`src/rtl/repeated_add_multiplier_pkg.sv`:
```
// repeated_add_multiplier_pkg: shared FSM state encoding and default widths
package repeated_add_multiplier_pkg;
  localparam int WIDTH_IN_DEF = 8;
  localparam int WIDTH_OUT_DEF = 16;
  typedef enum logic [1:0] {LOAD, RUN, DONE} state_t;
endpackage

```
`src/rtl/repeated_add_multiplier_if.sv`:
```
// repeated_add_multiplier_if: operand/result bundle between driver and multiplier
interface repeated_add_multiplier_if
  import repeated_add_multiplier_pkg::*;
#(
  parameter int WIDTH_IN = WIDTH_IN_DEF,
  parameter int WIDTH_OUT = WIDTH_OUT_DEF
) ();
  logic [WIDTH_IN-1:0] multiplicand;
  logic [WIDTH_IN-1:0] multiplier;
  logic [WIDTH_OUT-1:0] product;
  logic done;
  modport master (output multiplicand, multiplier, input product, done);
  modport slave (input multiplicand, multiplier, output product, done);
endinterface

```
`src/rtl/repeated_add_down_counter.sv`:
```
// repeated_add_down_counter: loadable down-counter with zero flag
module repeated_add_down_counter #(
  parameter int WIDTH = 8
) (
  input  logic             CLK,
  input  logic             load,
  input  logic             dec,
  input  logic [WIDTH-1:0] d,
  output logic [WIDTH-1:0] count,
  output logic             zero
);
  always_ff @(posedge CLK) begin
    if (load) count <= d;
    else if (dec) count <= count - WIDTH'(1);
  end
  assign zero = count == '0;
endmodule

```
`src/rtl/repeated_add_multiplier.sv`:
```
// repeated_add_multiplier: unsigned multiply by repeated addition after reset release
module repeated_add_multiplier
  import repeated_add_multiplier_pkg::*;
#(
  parameter int WIDTH_IN = WIDTH_IN_DEF,
  parameter int WIDTH_OUT = WIDTH_OUT_DEF
) (
  input logic CLK,
  input logic RST_N,
  repeated_add_multiplier_if.slave bus
);
  state_t state, state_nxt;
  logic [WIDTH_IN-1:0] operand, count;
  logic [WIDTH_OUT-1:0] acc;
  logic zero, step;
  repeated_add_down_counter #(.WIDTH(WIDTH_IN)) u_cnt (
    .CLK(CLK),
    .load(!RST_N),
    .dec(step),
    .d(bus.multiplier),
    .count(count),
    .zero(zero)
  );
  // the edge that consumes the last count also lands in DONE, keeping done aligned with the final sum
  always_comb begin
    step = state != DONE && !zero;
    state_nxt = (state == DONE || zero || count == WIDTH_IN'(1)) ? DONE : RUN;
  end
  always_ff @(posedge CLK) begin
    if (!RST_N) begin
      state <= LOAD;
      acc <= '0;
      operand <= bus.multiplicand;
    end else begin
      state <= state_nxt;
      if (step) acc <= acc + WIDTH_OUT'(operand);
    end
  end
  assign bus.product = acc;
  assign bus.done = state == DONE;
endmodule

```
`src/flat_wrapper.sv`:
```
// flat-port wrapper written by rule: the top's interface ports become plain ports
module repeated_add_multiplier_flat import repeated_add_multiplier_pkg::*;
#(
  parameter int WIDTH_IN = WIDTH_IN_DEF,
  parameter int WIDTH_OUT = WIDTH_OUT_DEF
)
  (CLK, RST_N, bus_multiplicand, bus_multiplier, bus_product, bus_done);
  repeated_add_multiplier_if #(.WIDTH_IN(WIDTH_IN), .WIDTH_OUT(WIDTH_OUT)) bus_i ();
  input logic CLK;
  input logic RST_N;
  input wire logic [$bits(bus_i.multiplicand)-1:0] bus_multiplicand;
  input wire logic [$bits(bus_i.multiplier)-1:0] bus_multiplier;
  output wire logic [$bits(bus_i.product)-1:0] bus_product;
  output wire logic [$bits(bus_i.done)-1:0] bus_done;
  assign bus_i.multiplicand = bus_multiplicand;
  assign bus_i.multiplier = bus_multiplier;
  assign bus_product = bus_i.product;
  assign bus_done = bus_i.done;
  repeated_add_multiplier #(.WIDTH_IN(WIDTH_IN), .WIDTH_OUT(WIDTH_OUT)) u_core (.CLK(CLK), .RST_N(RST_N), .bus(bus_i));
endmodule
```
`config.mk`:
```
export PLATFORM = sky130hd
export DESIGN_NAME = repeated_add_multiplier_flat
export DESIGN_NICKNAME = d
export VERILOG_FILES = /design/src/rtl/repeated_add_multiplier_pkg.sv /design/src/rtl/repeated_add_multiplier_if.sv /design/src/rtl/repeated_add_down_counter.sv /design/src/rtl/repeated_add_multiplier.sv /design/src/flat_wrapper.sv
export SDC_FILE = /design/constraint.sdc
export NUM_CORES = 1
export LEC_CHECK = 0
export ABC_CLOCK_PERIOD_IN_PS = 2200
export BUFFER_PORTS_ARGS = -buffer_cell sky130_fd_sc_hd__buf_4
export CORE_UTILIZATION = 54
export CTS_CLUSTER_DIAMETER = 200
export DETAILED_ROUTE_END_ITERATION = 8
export GPL_TIMING_DRIVEN = 1
export PLACE_DENSITY = 0.75
export SYNTH_ARGS = -nofsm -noshare
export SYNTH_HDL_FRONTEND = slang
export SYNTH_SLANG_ARGS = --single-unit
```
`constraint.sdc`:
```
create_clock -name CLK -period 2.2 [get_ports CLK]
set_input_delay 0.66 -clock CLK [delete_from_list [all_inputs] [get_ports CLK]]
set_output_delay 0.66 -clock CLK [all_outputs]
set_load 0.005 [all_outputs]
```
==> results.json <==
{
  "synth_cell_types": 38,
  "vias_per_cell": 5.40,
  "synth-edff-count": 16,
  "synth_top_area_cell": "edfxtp_1",
  "drtIter0Drc": 41,
  "outcome": "finished clean",
  "synth_seq_area_share": 0.479,
  "finalSetupTns_ps": 0,
  "area_delta_synth_final_pct": 22.4,
  "cp_max_fo": 8,
  "clkTransAtPathRegs_ps": 100,
  "htree_num_levels": 2,
  "antenna_found_initial": 0,
  "numCtsBuffers": 5,
  "final_antenna_net_count": 0,
  "die_area_um2": 3490,
  "dp_hpwl_um": 2630,
  "clock-sinks": 34,
  "dr.pass1.iters": 4,
  "grt_pass1_vias": 1290,
  "synth_compound_area_frac": 0.177,
  "diodes": 0,
  "fin_worst_skew_ps": 9.09,
  "worstMarginPinSlew_ps": 450,
  "drive_gt1_frac": 0.242,
  "relSlewSlack": 0.696,
  "synth_top_area_share": 0.274,
  "wl_per_cell_um": 13.1,
  "synth-xor-area-share": 0.0548,
  "synthFlopType": "dfxtp_1",
  "syn_avg_cell_area_um2": 9.98,
  "fp.dieW_um": 59.0,
  "synth_area_leaders": "edfxtp_1 27%, dfxtp_1 21%, ha_1 7.8%",
  "portBuffers": 34,
  "rsz0062_at_grt": "no",
  "ir_worst_vdd_uv": 575,
  "num_rows": 20,
  "async_flop_share": 0,
  "grt_usage": 0.222,
  "cts_hold_buf": 0,
  "fmax_mhz": 488,
  "clk_latency_ps": 320,
  "hold_class": "flop to flop",
  "routabilityCongestion": 0.796,
  "synth_top_family_by_area": "compound AO/OA/AOI/OAI gates",
  "core_um2": 3080,
  "clockBufferDepth": 2,
  "synthAdderAreaFrac": 0.0897,
  "synth.ff_latch_count": 34,
  "grt_max_degree": 20,
  "total_power_w": 0.00187,
  "netlist_top_cells_count": "24 x a21oi_1, 19 x nand2_1, 18 x dfxtp_1, 16 x edfxtp_1",
  "netlist_area_um2": 1760,
  "fin_crit_ps": 2050,
  "syn-num-nets": 206,
  "grt_pass1_wl_um": 5690,
  "fin_crit_sh": 0.931,
  "fill_cells": 256,
  "endpoint_kind": "flop",
  "start_util": 0.571,
  "cts_tree": "done",
  "synth-simple-area-share": 0.168,
  "yosysMostFrequentCell": "a21oi_1",
  "grt.overflow.total": 0,
  "io_pins": 35,
  "setup_viol": 0,
  "synthCells": 176,
  "crit_type": "flop to flop",
  "p_leak_nw": 0.881,
  "cp.required_ps": 2440,
  "finalHoldViolations": 0,
  "regArea_um2": 841,
  "fin_cells": 263,
  "maxCapViolations": 0,
  "ys_warn_count": 0,
  "setup.worst_path.start_class": "flop",
  "die_height_um": 59.0,
  "worst_ep_arrival_time_ps": 2290,
  "slew_violations": 0,
  "routed_wl_um": 3460,
  "multi_input_area_um2": 886,
  "nets": 248,
  "drc_errors": 0,
  "dp_cells": 255,
  "vias": 1419,
  "cts_root_buf": "clkbuf_4",
  "pwr_density_cell_nw_per_um2": 871,
  "synth.area.mux_share": 0.0121
}
==> timing repair <==
item	CTS	global route
setup endpoints to repair	0	1
buffers inserted	0	0
gates resized for setup	0	1
==> per-stage QoR <==
stage / setup WS (ps) / hold WS, ps / utilization / cell area [um^2]
floorplan: 166 / 465 / - / 1760
global placement: 188 / 462 / 0.681 / 2100
detailed placement: 108 / 468 / 0.681 / 2100
CTS: 60.3 / 483 / 0.697 / 2140
global route: 44.6 / 486 / 0.698 / 2150
finish: 153 / 477 / 0.698 / 2150
==> power breakdown <==
group | internal, W | switching (W)
Clock | 0.000127 | 0.000186
Sequential | 0.000763 | 0.0000813
Combinational | 0.000373 | 0.000341
Total | 0.00126 | 0.000608
==> final timing paths <==
check                         from                     end  slack (ps)  cells after the start
max reg2reg      u_core.operand[0]  u_core.bus.product[10]         150                      8
max              u_core.operand[0]  u_core.bus.product[10]         150                      8
min          u_core.bus.product[4]   u_core.bus.product[4]         480                      2
min reg2reg  u_core.bus.product[4]   u_core.bus.product[4]         480                      2
==> flip-flops by register name (all words and copies together), names as in the netlist <==
register and cells:
u_core.operand 8, u_core.bus.product 16, u_core.u_cnt.count 8, u_core.state 2
==> layout by cell type (no fill, tap or decap), drive strengths merged, types with 4 or more instances in the layout <==
| cell type | n |
|---|---|
| a211oi | 4 |
| o21ai | 8 |
| edfxtp | 16 |
| a21oi | 24 |
| dfxtp | 18 |
| xnor2 | 9 |
| nand2 | 19 |
| a21o | 4 |
| buf | 41 |
| nor3 | 5 |
| nor2 | 11 |
| or3 | 6 |
| clkbuf | 8 |
| ha | 11 |
==> cell families after synthesis <==
family                     after synthesis
AOI/OAI and AO/OA                       50
xor gates and xnor gates                11
adders and majority gates               12
buffers and inverters                    9
DFF                                     34
muxes                                    2
and+or+nand+nor                         58
==> layout make-up <==
type / instances / area share
flip-flops and latches: 34 / 0.391
well taps: 44 / 0.0256
clock buffers: 8 / 0.0227
inverters: 3 / 0.00524
multi-input cells: 133 / 0.412
repair buffers: 41 / 0.143
==> critical path: stages, from the launching register on <==
cell      delay (ps)
edfxtp_1         380
ha_1             220
fa_1             430
a211oi_2         260
o21ai_0          120
a21oi_1          160
buf_4            160
o21ai_0           90
a21oi_1          160
==> metal layers <==
metal	track usage	up-vias	wire, um
met5	0	-	0
met4	0.0816	0	46
met3	0.0524	5	148
met2	0.381	34	1780
met1	0.271	656	1480
li1	-	724	-
No activity file was read; power rests on OpenSTA's default activity.
